<file path="src/rtl/b8b10_enc.sv">
// b8b10_enc: two-stage pipelined 8b/10b encoder (5b/6b in S1, 3b/4b in S2) with valid/ready flow control.
// Define B8B10_ENC_KCHAR_EN to honour k_in and encode K28.x, K23.7, K27.7, K29.7 and K30.7.
module b8b10_enc (
  input  logic       clk,
  input  logic       rst,
  input  logic       enable,
  input  logic [7:0] data_in,
  input  logic       k_in,
  input  logic       in_valid,
  output logic       in_ready,
  output logic [9:0] encoded_val,
  output logic       out_valid,
  input  logic       out_ready,
  output logic       rd_out,
  output logic       k_err
);

  // RD- column of the 5b/6b table; the RD+ column is the complement where needed.
  function automatic logic [5:0] code6(input logic [4:0] x);
    case (x)
      5'd0:    code6 = 6'b100111;
      5'd1:    code6 = 6'b011101;
      5'd2:    code6 = 6'b101101;
      5'd3:    code6 = 6'b110001;
      5'd4:    code6 = 6'b110101;
      5'd5:    code6 = 6'b101001;
      5'd6:    code6 = 6'b011001;
      5'd7:    code6 = 6'b111000;
      5'd8:    code6 = 6'b111001;
      5'd9:    code6 = 6'b100101;
      5'd10:   code6 = 6'b010101;
      5'd11:   code6 = 6'b110100;
      5'd12:   code6 = 6'b001101;
      5'd13:   code6 = 6'b101100;
      5'd14:   code6 = 6'b011100;
      5'd15:   code6 = 6'b010111;
      5'd16:   code6 = 6'b011011;
      5'd17:   code6 = 6'b100011;
      5'd18:   code6 = 6'b010011;
      5'd19:   code6 = 6'b110010;
      5'd20:   code6 = 6'b001011;
      5'd21:   code6 = 6'b101010;
      5'd22:   code6 = 6'b011010;
      5'd23:   code6 = 6'b111010;
      5'd24:   code6 = 6'b110011;
      5'd25:   code6 = 6'b100110;
      5'd26:   code6 = 6'b010110;
      5'd27:   code6 = 6'b110110;
      5'd28:   code6 = 6'b001110;
      5'd29:   code6 = 6'b101110;
      5'd30:   code6 = 6'b011110;
      default: code6 = 6'b101011;
    endcase
  endfunction

  function automatic logic [3:0] code4(input logic [2:0] y);
    case (y)
      3'd0:    code4 = 4'b1011;
      3'd1:    code4 = 4'b1001;
      3'd2:    code4 = 4'b0101;
      3'd3:    code4 = 4'b1100;
      3'd4:    code4 = 4'b1101;
      3'd5:    code4 = 4'b1010;
      3'd6:    code4 = 4'b0110;
      default: code4 = 4'b1110;
    endcase
  endfunction

  logic       s1_valid;
  logic [5:0] s1_code6;
  logic [4:0] s1_x;
  logic [2:0] s1_y;
  logic       s1_is_k;
  logic       s1_k_bad;
  logic       s1_rd_mid;

  logic       s2_load;
  logic       s1_adv;

  logic [4:0] x_in;
  logic [2:0] y_in;
  logic       k_req;
  logic       k28;
  logic       k_legal;
  logic       is_k;
  logic       k_bad;
  logic [5:0] c6_base;
  logic [5:0] c6;
  logic       alt6;
  logic       rd_in;
  logic       rd_mid;

  logic       a7;
  logic       k_swap;
  logic [3:0] c4_base;
  logic [3:0] c4;
  logic       alt4;
  logic       s2_rd_next;

  assign x_in = data_in[4:0];
  assign y_in = data_in[7:5];

`ifdef B8B10_ENC_KCHAR_EN
  assign k_req = k_in;
`else
  logic k_in_unused;
  assign k_in_unused = k_in;
  assign k_req       = 1'b0;
`endif

  assign s2_load  = enable && (!out_valid || out_ready);
  assign s1_adv   = s1_valid && s2_load;
  assign in_ready = rst && enable && (!s1_valid || s1_adv);

  // A symbol entering S1 behind an advancing S1 symbol must see that symbol's final RD.
  assign rd_in = s1_valid ? s2_rd_next : rd_out;

  always_comb begin
    k28     = (x_in == 5'd28);
    k_legal = k28 || ((y_in == 3'd7) &&
              (x_in == 5'd23 || x_in == 5'd27 || x_in == 5'd29 || x_in == 5'd30));
    is_k    = k_req && k_legal;
    k_bad   = k_req && !k_legal;
    c6_base = (is_k && k28) ? 6'b001111 : code6(x_in);
    alt6    = ($countones(c6_base) != 3) || (c6_base == 6'b111000);
    c6      = (rd_in && alt6) ? ~c6_base : c6_base;
    rd_mid  = rd_in ^ alt6;
  end

  // K28 neutral 4b codes use the complemented pattern but leave RD untouched.
  always_comb begin
    a7     = s1_is_k ||
             (s1_rd_mid ? (s1_x == 5'd11 || s1_x == 5'd13 || s1_x == 5'd14)
                        : (s1_x == 5'd17 || s1_x == 5'd18 || s1_x == 5'd20));
    k_swap = s1_is_k && (s1_y == 3'd1 || s1_y == 3'd2 || s1_y == 3'd5 || s1_y == 3'd6);
    if (s1_y == 3'd7)
      c4_base = a7 ? 4'b0111 : 4'b1110;
    else if (k_swap)
      c4_base = ~code4(s1_y);
    else
      c4_base = code4(s1_y);
    alt4       = k_swap || ($countones(c4_base) != 2) || (c4_base == 4'b1100);
    c4         = (s1_rd_mid && alt4) ? ~c4_base : c4_base;
    s2_rd_next = s1_rd_mid ^ (alt4 && !k_swap);
  end

  always_ff @(posedge clk) begin
    if (!rst) begin
      s1_valid  <= 1'b0;
      s1_code6  <= '0;
      s1_x      <= '0;
      s1_y      <= '0;
      s1_is_k   <= 1'b0;
      s1_k_bad  <= 1'b0;
      s1_rd_mid <= 1'b0;
    end else if (in_ready) begin
      s1_valid <= in_valid;
      if (in_valid) begin
        s1_code6  <= c6;
        s1_x      <= x_in;
        s1_y      <= y_in;
        s1_is_k   <= is_k;
        s1_k_bad  <= k_bad;
        s1_rd_mid <= rd_mid;
      end
    end
  end

  always_ff @(posedge clk) begin
    if (!rst) begin
      out_valid   <= 1'b0;
      encoded_val <= 10'h000;
      k_err       <= 1'b0;
      rd_out      <= 1'b0;
    end else if (s2_load) begin
      out_valid <= s1_valid;
      if (s1_valid) begin
        encoded_val <= {s1_code6, c4};
        k_err       <= s1_k_bad;
        rd_out      <= s2_rd_next;
      end
    end
  end

endmodule

</file>
<file path="config.mk">
export PLATFORM = sky130hd
export DESIGN_NAME = b8b10_enc
export DESIGN_NICKNAME = d
export VERILOG_FILES = /design/src/rtl/b8b10_enc.sv
export SDC_FILE = /design/constraint.sdc
export NUM_CORES = 1
export LEC_CHECK = 0
export CORE_MARGIN = 3
export CORE_UTILIZATION = 49
export CTS_CLUSTER_DIAMETER = 100
export DETAILED_ROUTE_END_ITERATION = 12
export GPL_TIMING_DRIVEN = 0
export PLACE_DENSITY = 0.76
export SLEW_MARGIN = 20
export SYNTH_ARGS = -nofsm -noshare
export SYNTH_HDL_FRONTEND = slang
export SYNTH_SLANG_ARGS = --single-unit
export TNS_END_PERCENT = 30
</file>
<file path="constraint.sdc">
create_clock -name clk -period 4 [get_ports clk]
set_input_delay 0.4 -clock clk [delete_from_list [all_inputs] [get_ports clk]]
set_output_delay 0.4 -clock clk [all_outputs]
set_load 0.02 [all_outputs]
</file>
* Yosys cells after proc, flatten, opt, wreduce, memory -nomap -nowiden
Memory sizes are Yosys's and may differ from the RTL's.
Cells that the tools add are included.
** Operators by class
- $add $sub $neg :: 8
- Equality and inequality tests :: 17
- Multiplexer cells :: 7
- Bitwise gates (word level) :: 4
- Reductions and logical operators :: 19
** Operators by type and width (number)
- case mux 4 bit (7 select lines) :: 1
- equality test 5 x 4 -> 1 bit (second input constant) :: 3
- equality test 5 bit (second input constant) :: 3
- equality test 3 bit (second input constant) :: 4
- two-way mux 4 bit :: 3
- adder 1 x 1 -> 2 bit :: 5
- logical OR 1 bit :: 8
- adder 2 x 2 -> 3 bit :: 2
- equality test 3 x 2 -> 1 bit (second input constant) :: 2
- equality test 6 bit (second input constant) :: 1
- logical AND 1 bit :: 6
- two-way mux 6 bit :: 1
- inverter 6 bit :: 1
- adder 3 x 2 -> 4 bit :: 1
- equality test 4 bit (second input constant) :: 1
- inequality test 4 x 2 -> 1 bit (second input constant) :: 1
- inverter 4 bit :: 1
- AND reduction 2 bit :: 2
- equality test 3 x 1 -> 1 bit (second input constant) :: 1
- zero test 3 bit :: 1
- inequality test 3 x 2 -> 1 bit (second input constant) :: 1
- zero test 1 bit :: 2
- two-way mux 1 bit :: 2
- XOR 1 bit :: 2
** Storage, ports and cells
- Flip-flop bits (word level) :: 28
- Memory bits (read-only) :: 192
- Output and inout port bits :: 14
- Logic and storage cells :: 64
- Memories kept :: 1
** Memory list
- (name not given) :: words 32, width 6, rd ports 1, clocked after memory_dff 0, wr ports 0, line 20 : case (x)

* Depth between registers and ports, before layout
- Depth in word-level cells :: 14
- Gate-level depth with buffers :: 17
- Mapped depth without buffers :: 16

* Least setup slack after synthesis
OpenSTA, ideal clock, no wires.
- Path kind :: in2reg
- Start :: in data_in[0]
- End :: reg s1_code6[1]
- Setup time :: 0.069 ns
- Arrival time :: 4.123 ns
- Data required time :: 3.931 ns
- Slack :: -0.192 ns
- Stages :: 15
- Buffers on the path :: 1
- Cells stage by stage :: inv_1 -> ha_1 -> mux2_1 -> mux4_2 -> fa_1 -> fa_1 -> inv_1 -> ha_1 -> inv_1 -> fa_1 -> a211o_1 -> ha_1 -> clkbuf_1 -> xor2_1 -> o21ai_1
** Between the ends
- Longest elaborated chain between the ends :: 8
** Ends and longest elaborated chain
- start, declared :: line 7 : input logic [7:0] data_in,
- memory read (32 x 6 bit) (*)
- adder 1 x 1 -> 2 bit (not written as such) :: line 125 : alt6 = ($countones(c6_base) != 3) || (c6_base == 6'b111000);
- adder 2 x 2 -> 3 bit (not written as such) :: line 125
- adder 3 x 2 -> 4 bit (not written as such) :: line 125
- inequality test 4 x 2 -> 1 bit :: line 125
- logical OR 1 bit :: line 125
- logical AND 1 bit :: line 126 : c6 = (rd_in && alt6) ? ~c6_base : c6_base;
- two-way mux 6 bit (*) :: line 126
- end signal, assigned :: line 150 : s1_code6 <= '0;
- end signal, assigned :: line 159 : s1_code6 <= c6;
- end, declared :: line 70 : logic [5:0] s1_code6;
Every way passes the cells marked *; elsewhere a longest branch is shown, timed or not.
A chain may end at the register's enable or synchronous reset.

* Worst setup path after layout
- Start :: in data_in[0]
- End :: reg s1_code6[4]
Same word-level chain as after synthesis.

==> impl_metrics.csv <==
group,metric,value,unit
die,start_util,52.88,%
logic_synthesis,syn-cell-area,1848,um^2
timing,fin_crit,3875,ps
status,status,"completed",
worst_hold_path,min-delay-path-class,"in -> reg",
global_routing,grt_first_pass_wirelength,7010,um
logic_synthesis,synth_ff_type,"dfxtp_1",
logic_synthesis,synthArstFlopShare,0,%
setup_path,worstSetupPathType,"in -> reg",
layout,final_cell_mix,"nand2_1 (32), dfxtp_1 (27), clkdlybuf4s50_1 (21)",
routing,drc,0,
global_routing,gr-usage-met1,26.40,%
logic_synthesis,synth_cell_types,47,
logic_synthesis,avgSynthCellArea,8.477,um^2
clock_tree,cts_inserted_buffers,3,
routing,drt_wl_total,3830,um
die,core_area,3495,um^2
power,p_per_area,325.3,nW/um^2
power,power_frac_seq,40.8,%
die,pin_count,28,
clock_tree,cts.htree.levels,1,
layout,n_antenna_cell,0,
setup_path,reg2reg_to,"s1_code6[4]",
layout,nNetsFinal,286,
power,p_total,770.0,uW
timing,tns,0,ps
global_routing,grt_util_met2,32.64,%
timing,fin_crit_sh,96.87,%
flow_run,drv_cap,0,
logic_synthesis,syn_nets,250,
setup_path,r2r-start,"s1_x[3]",
clock_tree,cts-root-buf,"clkbuf_8",
power,clock_power_share,28.9,%
timing,drv_slew,0,
power,power.leakage,0.9486,nW
clock_tree,clockBufferDepth,2,
die,die_width,67.41,um
placed_design,post-place-cells,288,
logic_synthesis,synth-edff-count,0,
logic_synthesis,synth_cells,218,
layout,final_common_cell,"nand2_1",
routing,vias,1602,
placed_design,place.gp.congestion,0.8902,
layout,fin_cells,299,
clock_tree,cts_sinks,28,
global_routing,grt_remaining_overflow,0,
setup_path,cp-start-kind,"input pin",
worst_hold_path,min_from,"data_in[0]",
setup_path,reg2regPathDepth,16,
clock_tree,clkLatencyLatePin,270,ps
worst_hold_path,worstHoldPathCells,3,
global_routing,antenna_found_initial,0,
global_routing,grtUsageMet3,3.661,%
setup_path,reg2reg_slack,260,ps
routing,ant_nets,0,
timing,skew,3.960,ps
power,p_sw,223.4,uW
timing,hold_violations,0,
layout,syn2layout_area_growth,28.10,%
logic_synthesis,ys_seq_area_share,30.33,%
layout,layout-drive-gt1-share,15.02,%
die,fp.dieH,67.41,um
layout,final_core_util,67.74,%
worst_hold_path,hold_path_end,"s1_x[0]",
global_routing,grt_pass1_vias,1578,
timing,setup_violations,0,
routing,drtIter0Drc,74,
placed_design,io_buffers,24,
die,num_rows,21,
global_routing,grt_max_degree,17,
setup_path,required,4210,ps
global_routing,grt.total_usage,19.99,%
setup_path,crit_path_end_kind,"flip-flop",
global_routing,grt-busiest-layer,"met2",
power,peakVddDrop,0.1790,mV
power,combinationalPowerShare,30.3,%
routing,first_pass_iters,4,
setup_path,arrival,4090,ps
timing,rsz0062_at_grt,"no",
setup_path,crit_fanout,6,
timing,fmax,258.1,MHz
routing,via_per_inst,5.358,
power,swShare,29.01,%
logic_synthesis,ys_ff_latch,28,
die,dieArea,4544,um^2
logic_synthesis,yosys_warnings,0,
clock_tree,cts_tree,"yes",
power,p_int,546.6,uW
placed_design,hpwl,2909,um
timing,worst_hold_slack,442.6,ps
routing,wire_per_inst,12.81,um
clock_tree,path_clk_slew,100,ps
[critical path, cell delays in order]
cell and delay, ps:
buf_6 110, inv_4 70, ha_4 200, mux2_1 290, mux4_2 490, fa_1 470
fa_1 510, inv_1 50, ha_1 180, inv_1 60, fa_1 400, a211o_1 330
ha_4 210, xor2_1 160, o21ai_1 150
[worst max-delay path by stage]
| stage | endpoint | depth (start not counted) | from |
|---|---|---|---|
| floorplan | s1_code6[1] | 15 | data_in[1] |
| detailed placement | s1_code6[2] | 16 | data_in[1] |
| finish | s1_code6[4] | 15 | data_in[0] |
| CTS | s1_code6[5] | 16 | data_in[0] |
| global route | s1_code6[4] | 13 | data_in[4] |
| global placement | s1_code6[1] | 16 | data_in[1] |
[per-layer routing]
layer,part of all wire (%),routed length [um]
met5,0,0
met4,1.2,46
met3,5.0,190
met2,46,1779
met1,47,1814
[registers in the layout, summed over array words and instances (netlist names)]
register     cells
s1_rd_mid        1
rd_out           1
encoded_val     10
s1_valid         1
s1_x             5
s1_y             3
s1_code6         6
out_valid        1
[synthesized netlist by cell type, drive strengths merged, types with 4 or more instances]
| library cell | n | share of area (%) |
|---|---|---|
| ha | 14 | 9.5 |
| inv | 12 | 2.4 |
| xor2 | 7 | 3.3 |
| dfxtp | 28 | 30 |
| and2 | 4 | 1.4 |
| nand3 | 19 | 5.1 |
| a21boi | 8 | 3.5 |
| fa | 4 | 4.3 |
| o21ai | 15 | 4.7 |
| xnor2 | 4 | 1.9 |
| nand2 | 32 | 6.5 |
| clkbuf | 10 | 2.0 |
| nor3 | 4 | 1.1 |
| nor2 | 7 | 1.4 |
| a21oi | 7 | 1.9 |
[through the flow]
| stage | instance area, um^2 | setup WS, ps |
|---|---|---|
| floorplan | 1884 | 6.847 |
| global placement | 2182 | -800.2 |
| detailed placement | 2182 | -850.4 |
| CTS | 2316 | 6.990 |
| global route | 2367 | 5.960 |
| finish | 2367 | 125.2 |
[cell type report]
class / instances / area [um^2]
timing repair buffer: 32 / 305.3
buffer: 12 / 67.56
fill: 303 / 1127
clock buffer: 3 / 41.29
clock inverter: 1 / 30.03
inverter: 12 / 50.05
multi-input combinational: 165 / 1254
tap: 46 / 57.56
sequential: 28 / 561.8
[power groups by stage]
stage / logic [mW] / clock network (mW) / registers, mW
floorplan: 0.155 / 0 / 0.321
global placement: 0.211 / 0 / 0.319
detailed placement: 0.215 / 0 / 0.320
CTS: 0.225 / 0.227 / 0.314
global route: 0.262 / 0.243 / 0.318
finish: 0.233 / 0.222 / 0.314
[what timing repair did]
item	in CTS	in global routing
gates resized for setup	18	12
setup buffers	5	3
hold buffers	0	0
cloned	0	0
endpoints found under the setup margin	7	6
pin swaps	4	9
[cells by family (layout without fill, tap and decap cells)]
logic type | count (synthesis) | count (layout) | synth area share, %
AOI/OAI and AO/OA | 48 | 48 | 18.42
buffers and inverters | 25 | 60 | 5.417
DFF | 28 | 28 | 30.33
adders and majority gates | 18 | 18 | 13.81
and+or+nand+nor | 81 | 81 | 22.48
xor gates and xnor gates | 11 | 11 | 5.213
other | 1 | 1 | 0.2029
muxes | 6 | 6 | 4.130
No activity file was read; power rests on OpenSTA's default activity.
